### src/rtl/fetch_stage_if.sv
// Signal bundle between the fetch stage and its neighbours: decode (stall/redirect),
// instruction memory (req/ack), and the IF/ID register outputs.
interface fetch_stage_if;
  logic        stall;
  logic        redirect_valid;
  logic [31:0] redirect_target;
  logic        imem_req;
  logic [31:0] imem_addr;
  logic        imem_ack;
  logic [31:0] imem_rdata;
  logic [31:0] ifid_instr;
  logic [31:0] ifid_pc_plus4;
  logic        ifid_valid;

  modport master (
    input  stall, redirect_valid, redirect_target, imem_ack, imem_rdata,
    output imem_req, imem_addr, ifid_instr, ifid_pc_plus4, ifid_valid
  );

  modport slave (
    output stall, redirect_valid, redirect_target, imem_ack, imem_rdata,
    input  imem_req, imem_addr, ifid_instr, ifid_pc_plus4, ifid_valid
  );
endinterface

### src/rtl/fetch_stage.sv
// MIPS instruction-fetch stage: owns the PC, fetches over req/ack, fills IF/ID,
// and applies branch redirects after the delay slot has been accepted.
module fetch_stage #(
  parameter logic [31:0] RESET_PC = 32'h0000_0000
) (
  input  logic          Clk,
  input  logic          Rst_n,
  fetch_stage_if.master bus
);

  typedef enum logic [1:0] {BOOT, FETCH, HOLD} state_e;

  state_e      state_q;
  logic [31:0] pc_q;
  logic        req_q;
  logic        pend_valid_q;
  logic [31:0] pend_target_q;
  logic [31:0] hold_instr_q;
  logic [31:0] hold_pc4_q;
  logic [31:0] ifid_instr_q;
  logic [31:0] ifid_pc4_q;
  logic        ifid_valid_q;

  logic [31:0] pc_d;
  logic [31:0] pc_inc;
  logic [31:0] redir_tgt;
  logic        redir_new;
  logic        accept;

  always_comb begin
    pc_inc    = pc_q + 32'd4;
    redir_tgt = bus.redirect_target & ~32'h3;
    redir_new = bus.redirect_valid && !pend_valid_q;
    accept    = 1'b0;
    if (state_q == FETCH && bus.imem_ack && !bus.stall) accept = 1'b1;
    if (state_q == HOLD && !bus.stall)                  accept = 1'b1;
    // A redirect arriving with the delay-slot accept goes straight to the PC.
    if (redir_new)         pc_d = redir_tgt;
    else if (pend_valid_q) pc_d = pend_target_q;
    else                   pc_d = pc_inc;
  end

  always_ff @(posedge Clk or negedge Rst_n) begin
    if (!Rst_n) begin
      state_q       <= BOOT;
      pc_q          <= RESET_PC;
      req_q         <= 1'b0;
      pend_valid_q  <= 1'b0;
      pend_target_q <= '0;
      hold_instr_q  <= '0;
      hold_pc4_q    <= '0;
      ifid_instr_q  <= '0;
      ifid_pc4_q    <= '0;
      ifid_valid_q  <= 1'b0;
    end else begin
      case (state_q)
        BOOT: begin
          state_q <= FETCH;
          req_q   <= 1'b1;
        end
        FETCH: begin
          if (bus.imem_ack) begin
            if (!bus.stall) begin
              ifid_instr_q <= bus.imem_rdata;
              ifid_pc4_q   <= pc_inc;
              ifid_valid_q <= 1'b1;
              pc_q         <= pc_d;
            end else begin
              hold_instr_q <= bus.imem_rdata;
              hold_pc4_q   <= pc_inc;
              state_q      <= HOLD;
              req_q        <= 1'b0;
            end
          end else if (!bus.stall) begin
            ifid_instr_q <= '0;
            ifid_valid_q <= 1'b0;
          end
        end
        HOLD: begin
          if (!bus.stall) begin
            ifid_instr_q <= hold_instr_q;
            ifid_pc4_q   <= hold_pc4_q;
            ifid_valid_q <= 1'b1;
            pc_q         <= pc_d;
            state_q      <= FETCH;
            req_q        <= 1'b1;
          end
        end
        default: begin
          state_q <= BOOT;
          req_q   <= 1'b0;
        end
      endcase

      if (accept) begin
        pend_valid_q <= 1'b0;
      end else if (redir_new) begin
        pend_valid_q  <= 1'b1;
        pend_target_q <= redir_tgt;
      end
    end
  end

  assign bus.imem_req      = req_q;
  assign bus.imem_addr     = pc_q;
  assign bus.ifid_instr    = ifid_instr_q;
  assign bus.ifid_pc_plus4 = ifid_pc4_q;
  assign bus.ifid_valid    = ifid_valid_q;

endmodule

### src/flat_wrapper.sv
// flat-port wrapper written by rule: the top's interface ports become plain ports
module fetch_stage_flat 
#(
  parameter logic [31:0] RESET_PC = 32'h0000_0000
)
  (Clk, Rst_n, bus_stall, bus_redirect_valid, bus_redirect_target, bus_imem_ack, bus_imem_rdata, bus_imem_req, bus_imem_addr, bus_ifid_instr, bus_ifid_pc_plus4, bus_ifid_valid);
  fetch_stage_if bus_i ();
  input  logic Clk;
  input  logic Rst_n;
  input wire logic [$bits(bus_i.stall)-1:0] bus_stall;
  input wire logic [$bits(bus_i.redirect_valid)-1:0] bus_redirect_valid;
  input wire logic [$bits(bus_i.redirect_target)-1:0] bus_redirect_target;
  input wire logic [$bits(bus_i.imem_ack)-1:0] bus_imem_ack;
  input wire logic [$bits(bus_i.imem_rdata)-1:0] bus_imem_rdata;
  output wire logic [$bits(bus_i.imem_req)-1:0] bus_imem_req;
  output wire logic [$bits(bus_i.imem_addr)-1:0] bus_imem_addr;
  output wire logic [$bits(bus_i.ifid_instr)-1:0] bus_ifid_instr;
  output wire logic [$bits(bus_i.ifid_pc_plus4)-1:0] bus_ifid_pc_plus4;
  output wire logic [$bits(bus_i.ifid_valid)-1:0] bus_ifid_valid;
  assign bus_i.stall = bus_stall;
  assign bus_i.redirect_valid = bus_redirect_valid;
  assign bus_i.redirect_target = bus_redirect_target;
  assign bus_i.imem_ack = bus_imem_ack;
  assign bus_i.imem_rdata = bus_imem_rdata;
  assign bus_imem_req = bus_i.imem_req;
  assign bus_imem_addr = bus_i.imem_addr;
  assign bus_ifid_instr = bus_i.ifid_instr;
  assign bus_ifid_pc_plus4 = bus_i.ifid_pc_plus4;
  assign bus_ifid_valid = bus_i.ifid_valid;
  fetch_stage #(.RESET_PC(RESET_PC)) u_core (.Clk(Clk), .Rst_n(Rst_n), .bus(bus_i));
endmodule
### config.mk
export PLATFORM = sky130hd
export DESIGN_NAME = fetch_stage_flat
export DESIGN_NICKNAME = d
export VERILOG_FILES = /design/src/rtl/fetch_stage_if.sv /design/src/rtl/fetch_stage.sv /design/src/flat_wrapper.sv
export SDC_FILE = /design/constraint.sdc
export NUM_CORES = 1
export LEC_CHECK = 0
export ABC_CLOCK_PERIOD_IN_PS = 4900
export CORE_ASPECT_RATIO = 1.4
export CORE_UTILIZATION = 40
export DETAILED_ROUTE_END_ITERATION = 6
export SETUP_SLACK_MARGIN = 0.1
export SLEW_MARGIN = 15
export SYNTH_ARGS = -nofsm -noshare
export SYNTH_HDL_FRONTEND = slang
export SYNTH_SLANG_ARGS = --single-unit
### constraint.sdc
create_clock -name Clk -period 4.9 [get_ports Clk]
set_clock_uncertainty 0.1 [all_clocks]
set_input_delay 0.98 -clock Clk [delete_from_list [all_inputs] [get_ports Clk]]
set_output_delay 0.98 -clock Clk [all_outputs]
set_load 0.005 [all_outputs]
==> impl_metrics.env, run 1 <==
export IMPL_outcome="finished clean"
export IMPL_io_buffer_count=160
export IMPL_finish_utilization=0.521
export IMPL_max_freq_ghz=0.349
export IMPL_postRouteAntennaNets=0
export IMPL_min_path_cells=1
export IMPL_synth_top_area_cell="dfrtp_1"
export IMPL_synth_top_area_frac=0.529
export IMPL_antenna_found_initial=0
export IMPL_syn_cell_area_um2=8890
export IMPL_insertion_delay_ns=0.44
export IMPL_cts_tree="built"
export IMPL_fin_area_um2=11400
export IMPL_synth_xor_area_frac=0.0276
export IMPL_met1_length_um=10200
export IMPL_synth_avg_cell_area_um2=10.4
export IMPL_place_area_um2=10700
export IMPL_synthCells=854
export IMPL_clockBufferDepth=2
export IMPL_ys_ff_latch=188
export IMPL_numClockSinks=188
export IMPL_yosys_area_share_adder=0.00703
export IMPL_root_buffer="clkbuf_16"
export IMPL_die_w_um=128
export IMPL_antennaDiodeCount=0
export IMPL_max_cap_violations=0
export IMPL_wl_per_cell_um=17.7
export IMPL_worst_setup_path_type="in2reg"
export IMPL_grt_max_degree=114
export IMPL_synthFlopType="dfrtp_1"
export IMPL_syn2layout_area_growth_pct=28.0
export IMPL_multi_input_area_um2=3870
export IMPL_drcViolationCount=0
export IMPL_fillCellCount=2052
export IMPL_cp_arrival_ns=3.04
export IMPL_start_util=0.407
export IMPL_overflow=0
export IMPL_met3_length_um=907
export IMPL_reg2reg_setup_slack_ns=2.31
export IMPL_slew_violations=0
export IMPL_design_die_area_um2=22800
export IMPL_finalCritPeriodShare=0.585
export IMPL_synth_edf_count=0
export IMPL_wl_met2_um=11200
export IMPL_vias=6920
export IMPL_dp_hpwl_um=15400
export IMPL_clk_pin_slew_ns=0.07
export IMPL_reg2reg_from="u_core.state_q[0]$_DFFE_PN0P_"
export IMPL_cts_buffers=17
export IMPL_synthSimpleGateAreaFrac=0.126
export IMPL_power_leakage_nw=4.72
export IMPL_ctsHoldBuffers=0
export IMPL_grt_usage=0.209
export IMPL_grt_pass1_wl_um=36700
export IMPL_worst_pin_slew_ns=1.05
export IMPL_drive_above_1_share=0.137
export IMPL_place_inst=1258
export IMPL_highest_layer="met4"
export IMPL_relSlewSlack=0.295
export IMPL_die_h_um=178
export IMPL_synth_async_sr_flop_share=1.00
export IMPL_core_um2=21900
export IMPL_synth_top_family_by_area="compound AO/OA/AOI/OAI gates"
export IMPL_finalHoldViolCount=0
export IMPL_cts_setup_buffers=0
export IMPL_ctsResizeCount=0
export IMPL_grt_pass1_vias=6748
export IMPL_synth_cell_types=57
export IMPL_setup_viol=0
export IMPL_viasPerCell=5.36
export IMPL_drt_iter0_markers=342
export IMPL_ff2ff_path_depth=8
export IMPL_gp_congestion=0.852
export IMPL_synth_area_leaders="dfrtp_1, mux2_2, o21ai_0"
export IMPL_layout_nets=1054
export IMPL_wl_um=22800
export IMPL_p_per_area_nw_per_um2=633
export IMPL_ctsHtreeMaxLevel=4
export IMPL_period_needed_ns=2.87
export IMPL_worstReg2RegEnd="u_core.bus.ifid_pc_plus4[29]$_DFFE_PN0P_"
export IMPL_ys_top_cells_by_count="dfrtp_1, nand2_1, o21ai_0, mux2_2, clkbuf_1"
export IMPL_yosysMostFrequentCell="dfrtp_1"
export IMPL_hold_start="u_core.bus.ifid_pc_plus4[10]$_DFFE_PN0P_"
export IMPL_worstSetupStartpointType="primary input"
export IMPL_rows=64
export IMPL_min_to="u_core.bus.ifid_pc_plus4[10]$_DFFE_PN0P_"
export IMPL_finalNonFillerCells=1290
export IMPL_synthMuxAreaShare=0.100
export IMPL_synth_compound_area_share=0.169
export IMPL_ys_warn_count=0
export IMPL_fin_setup_tns_ns=0
export IMPL_seq_area_um2=4700
export IMPL_ir_worst_vdd_uv=274
export IMPL_crit_required_ns=5.07
export IMPL_crit_fanout=64
export IMPL_io_pins=167
export IMPL_end_kind="flop"
export IMPL_ys_seq_area_frac=0.529
export IMPL_dr_pass1_iters=5
export IMPL_rsz0062_at_grt="no"
export IMPL_hp_class="reg2reg"
## cell type report
cell class / instances / area share
flip-flops and latches: 188 / 0.413
clock buffers: 20 / 0.0410
inverters: 17 / 0.00560
well taps: 297 / 0.0326
clock inverters: 12 / 0.0160
multi-input cells: 581 / 0.340
repair buffers: 175 / 0.152
## worst max path at each step
stage	start	end	slack (ns)	depth (start not counted)
2_1_floorplan	bus_redirect_valid	u_core.pend_target_q[10]$_DFFE_PN0P_	2.45	5
3_3_place_gp	bus_stall	u_core.bus.ifid_instr[28]$_DFFE_PN0P_	1.62	4
3_5_place_dp	bus_stall	u_core.bus.ifid_instr[6]$_DFFE_PN0P_	1.53	4
4_1_cts	bus_stall	u_core.bus.ifid_instr[30]$_DFFE_PN0P_	2.02	4
5_1_grt	bus_stall	u_core.bus.ifid_instr[11]$_DFFE_PN0P_	1.77	4
6_report	bus_stall	u_core.bus.ifid_instr[30]$_DFFE_PN0P_	2.03	4
## sequential cells by signal (all words and copies together) (netlist names)
register	cells
u_core.bus.ifid_instr	32
u_core.bus.ifid_pc_plus4	30
u_core.bus.ifid_valid	1
u_core.bus.imem_addr	30
u_core.hold_instr_q	32
u_core.hold_pc4_q	30
u_core.pend_target_q	30
u_core.pend_valid_q	1
u_core.state_q	2
## worst max-delay path: stages
cell	delay (ns)
clkdlybuf4s50_1	0.79
o21ai_0	0.20
nand2_2	0.80
o21ai_0	0.24
## power by group
group | total (W) | switching (W) | internal (W)
Sequential | 0.00283 | 0.000560 | 0.00227
Combinational | 0.00286 | 0.00139 | 0.00148
Clock | 0.00152 | 0.000624 | 0.000901
## kinds of logic after synthesis
| family | count (synthesis) |
|---|---|
| simple gates | 222 |
| fa+ha+maj | 5 |
| other cells | 1 |
| buf+inv | 88 |
| xor+xnor | 28 |
| mux | 80 |
| flops | 188 |
| compound gates | 242 |
## placed cells by master, fill, tap and decap left out, types with 4 or more instances in the layout
master           instances
a21o_1                   5
a21oi_1                 34
a222oi_1                 4
a22o_1                   7
a22oi_1                 42
and3_1                  10
and4_1                   4
buf_4                   14
bufinv_16                4
clkbuf_16               17
clkbuf_8                 4
clkdlybuf4s50_1        159
clkinv_4                 4
conb_1                   4
dfrtp_1                188
ha_1                     4
inv_1                   17
mux2_2                  71
mux2i_1                  9
nand2_1                101
nand3_1                 30
nand4_1                 11
nor2_1                  25
nor3_1                   9
nor4_1                   4
o211ai_1                11
o21ai_0                100
o22ai_1                 10
o2bb2ai_1                4
o31a_1                   9
o31ai_1                  4
xnor2_1                 23
xor2_1                   5
## per-layer routing
metal  vias up  GRT usage
met5         -          0
met4         0     0.0809
met3        29     0.0387
met2       181      0.344
met1      3390      0.273
li1       3320          -
## stage by stage
| stage | setup WS, ns | hold WS [ns] | total power (W) |
|---|---|---|---|
| after floorplan | 2.45 | 0.342 | 0.00445 |
| after global placement | 1.62 | 0.355 | 0.00567 |
| after detailed placement | 1.53 | 0.363 | 0.00575 |
| after CTS | 2.02 | 0.379 | 0.00729 |
| after global routing | 1.77 | 0.393 | 0.00775 |
| final | 2.03 | 0.375 | 0.00721 |
(Power assumes the default switching activity.)
==> run 2, diff against run 1 <==
--- a/config.mk
+++ b/config.mk
@@ -5,10 +5,11 @@
 export SDC_FILE = /design/constraint.sdc
 export NUM_CORES = 1
 export LEC_CHECK = 0
-export ABC_CLOCK_PERIOD_IN_PS = 4900
+export ABC_CLOCK_PERIOD_IN_PS = 2300
 export CORE_ASPECT_RATIO = 1.4
 export CORE_UTILIZATION = 40
 export DETAILED_ROUTE_END_ITERATION = 6
+export PLACE_DENSITY = 0.66
 export SETUP_SLACK_MARGIN = 0.1
 export SLEW_MARGIN = 15
 export SYNTH_ARGS = -nofsm -noshare
==> constraint.sdc (replaced) <==
create_clock -name Clk -period 2.3 [get_ports Clk]
set_clock_uncertainty 0.1 [all_clocks]
set_input_delay 0.46 -clock Clk [delete_from_list [all_inputs] [get_ports Clk]]
set_output_delay 0.46 -clock Clk [all_outputs]
set_load 0.005 [all_outputs]
==> run 2 against run 1 <==
  * The flow now finishes with violations (DRC)
  * Critical endpoint is now u_core.hold_pc4_q[20]$_DFFE_PN0P_
  * Global-route usage about the same
  * Sequential share of layout area decreased by 1.8 points
  * Hold slack improved by 0.0023 ns
  * Largest cell class unchanged
  * Core utilization increased by 2.3 points
  * Combinational power increased by 140%
  * Sequential cell count unchanged
==> impl_metrics.env, run 2 (synthesized netlist as in run 1, its figures left out) <==
export IMPL_grt_pass1_wl_um=37000
export IMPL_cts_buffers=17
export IMPL_overflow=0
export IMPL_postRouteAntennaNets=0
export IMPL_setup_viol=0
export IMPL_worst_setup_path_type="reg2reg"
export IMPL_grt_pass1_vias=6951
export IMPL_crit_fanout=6
export IMPL_dr_pass1_iters=7
export IMPL_slew_violations=0
export IMPL_wl_um=22800
export IMPL_syn2layout_area_growth_pct=33.8
export IMPL_antennaDiodeCount=0
export IMPL_worstSetupStartpointType="flop"
export IMPL_hp_class="reg2reg"
export IMPL_end_kind="flop"
export IMPL_max_freq_ghz=0.475
export IMPL_ir_worst_vdd_uv=680
export IMPL_outcome="complete, but fails checks"
export IMPL_p_per_area_nw_per_um2=1320
export IMPL_antenna_found_initial=0
export IMPL_layout_common_cells="dfrtp_1, clkdlybuf4s50_1, nand2_1"
export IMPL_period_needed_ns=2.11
export IMPL_power_leakage_nw=4.98
export IMPL_place_inst=1305
export IMPL_io_pins=167
export IMPL_drcViolationCount=2
export IMPL_clk_pin_slew_ns=0.07
export IMPL_layout_nets=1102
export IMPL_drive_above_1_share=0.181
export IMPL_die_h_um=178
export IMPL_start_util=0.407
export IMPL_insertion_delay_ns=0.43
export IMPL_viasPerCell=5.33
export IMPL_dp_hpwl_um=16300
export IMPL_ctsHtreeMaxLevel=4
export IMPL_core_um2=21900
export IMPL_rows=64
export IMPL_fillCellCount=1919
export IMPL_clockBufferDepth=2
export IMPL_grt_usage=0.209
export IMPL_gp_congestion=0.924
export IMPL_finalHoldViolCount=0
export IMPL_crit_required_ns=2.50
export IMPL_grt_max_degree=65
export IMPL_vias=7136
export IMPL_die_w_um=128
export IMPL_root_buffer="clkbuf_16"
export IMPL_drt_iter0_markers=388
export IMPL_rsz0062_at_grt="yes"
export IMPL_wl_per_cell_um=17.0
export IMPL_numClockSinks=188
export IMPL_design_die_area_um2=22800
export IMPL_power_w=0.0158
export IMPL_finalCritPeriodShare=0.916
export IMPL_fin_setup_tns_ns=0
export IMPL_cp_arrival_ns=2.31
export IMPL_violations="DRC"
export IMPL_max_cap_violations=0
export IMPL_layout_commonest_cell="dfrtp_1"
export IMPL_cts_tree="built"
export IMPL_finalNonFillerCells=1338
export IMPL_io_buffer_count=160
==> run 2: cell count changes in the layout (fill, tap and decap cells not counted), moves of 2 or more <==
cell	before	now
clkbuf_1	0	2
clkbuf_8	4	2
ha_2	1	3
ha_1	4	2
buf_4	14	48
nand3_1	30	28
nand3_2	1	3
buf_12	1	14
clkinvlp_4	0	2
==> run 2: layout make-up <==
| type | count | area, µm² | area share |
|---|---|---|---|
| Clock buffer | 20 | 447 | 0.0375 |
| Clock inverter | 12 | 163 | 0.0137 |
| Inverter | 17 | 63.8 | 0.00536 |
| Multi-Input combinational cell | 581 | 3890 | 0.327 |
| Sequential cell | 188 | 4710 | 0.395 |
| Tap cell | 297 | 372 | 0.0312 |
| Timing Repair Buffer | 223 | 2260 | 0.190 |
==> run 2: final timing paths <==
kind	from	end	slack, ns	cells past startpoint
min reg2reg	u_core.hold_pc4_q[28]$_DFFE_PN0P_	u_core.hold_pc4_q[28]$_DFFE_PN0P_	0.38	2
max reg2reg	u_core.bus.imem_addr[3]$_DFFE_PN0P_	u_core.hold_pc4_q[20]$_DFFE_PN0P_	0.19	6
min	u_core.hold_pc4_q[28]$_DFFE_PN0P_	u_core.hold_pc4_q[28]$_DFFE_PN0P_	0.38	2
min in group asynchronous	Rst_n	u_core.bus.ifid_instr[24]$_DFFE_PN0P_	0.45	2
max in group asynchronous	Rst_n	u_core.hold_instr_q[8]$_DFFE_PN0P_	1.02	3
max	u_core.bus.imem_addr[3]$_DFFE_PN0P_	u_core.hold_pc4_q[20]$_DFFE_PN0P_	0.19	6
==> run 2: worst max-delay path, cell delays in order, from the launching register on <==
cell	delay, ns
dfrtp_1	0.42
ha_2	0.26
and3_2	0.25
nand2_1	0.13
or3_1	0.44
xor2_1	0.24
o21ai_0	0.12
==> run 2: what timing repair did <==
action / 4_1_cts / 5_1_grt
resized for setup: 1 / 6
hold buffers: 1 / 0
pin swaps: 0 / 1
setup buffers: 0 / 0
setup endpoints to repair: 4 / 22
endpoints found under the hold margin: 48 / 0
==> run 2: layer usage <==
| metal | vias to the layer above | GRT usage | part of all wire |
|---|---|---|---|
| met2 | 190 | 0.351 | 0.50 |
| li1 | 3422 | - | - |
| met1 | 3488 | 0.266 | 0.44 |
| met4 | 0 | 0.0897 | 0.027 |
| met3 | 36 | 0.0333 | 0.037 |
| met5 | - | 0 | 0 |
==> run 2: power by group <==
part / internal (W) / switching (W) / leakage [nW]
clock: 0.00175 / 0.00131 / 0.291
sequential: 0.00483 / 0.000983 / 2.34
combinational: 0.00361 / 0.00327 / 2.35
total: 0.0102 / 0.00556 / 4.98
==> run 2: stage by stage <==
stage               cell area (µm²)  hold slack, ns  worst slack, ns   util
floorplan                      8910          0.0644            0.231      -
global placement              11300           0.354           0.0894  0.515
detailed placement            11300           0.363           0.0722  0.515
CTS                           11900           0.379           0.0811  0.543
global route                  11900           0.401           0.0691  0.544
finish                        11900           0.378            0.193  0.544
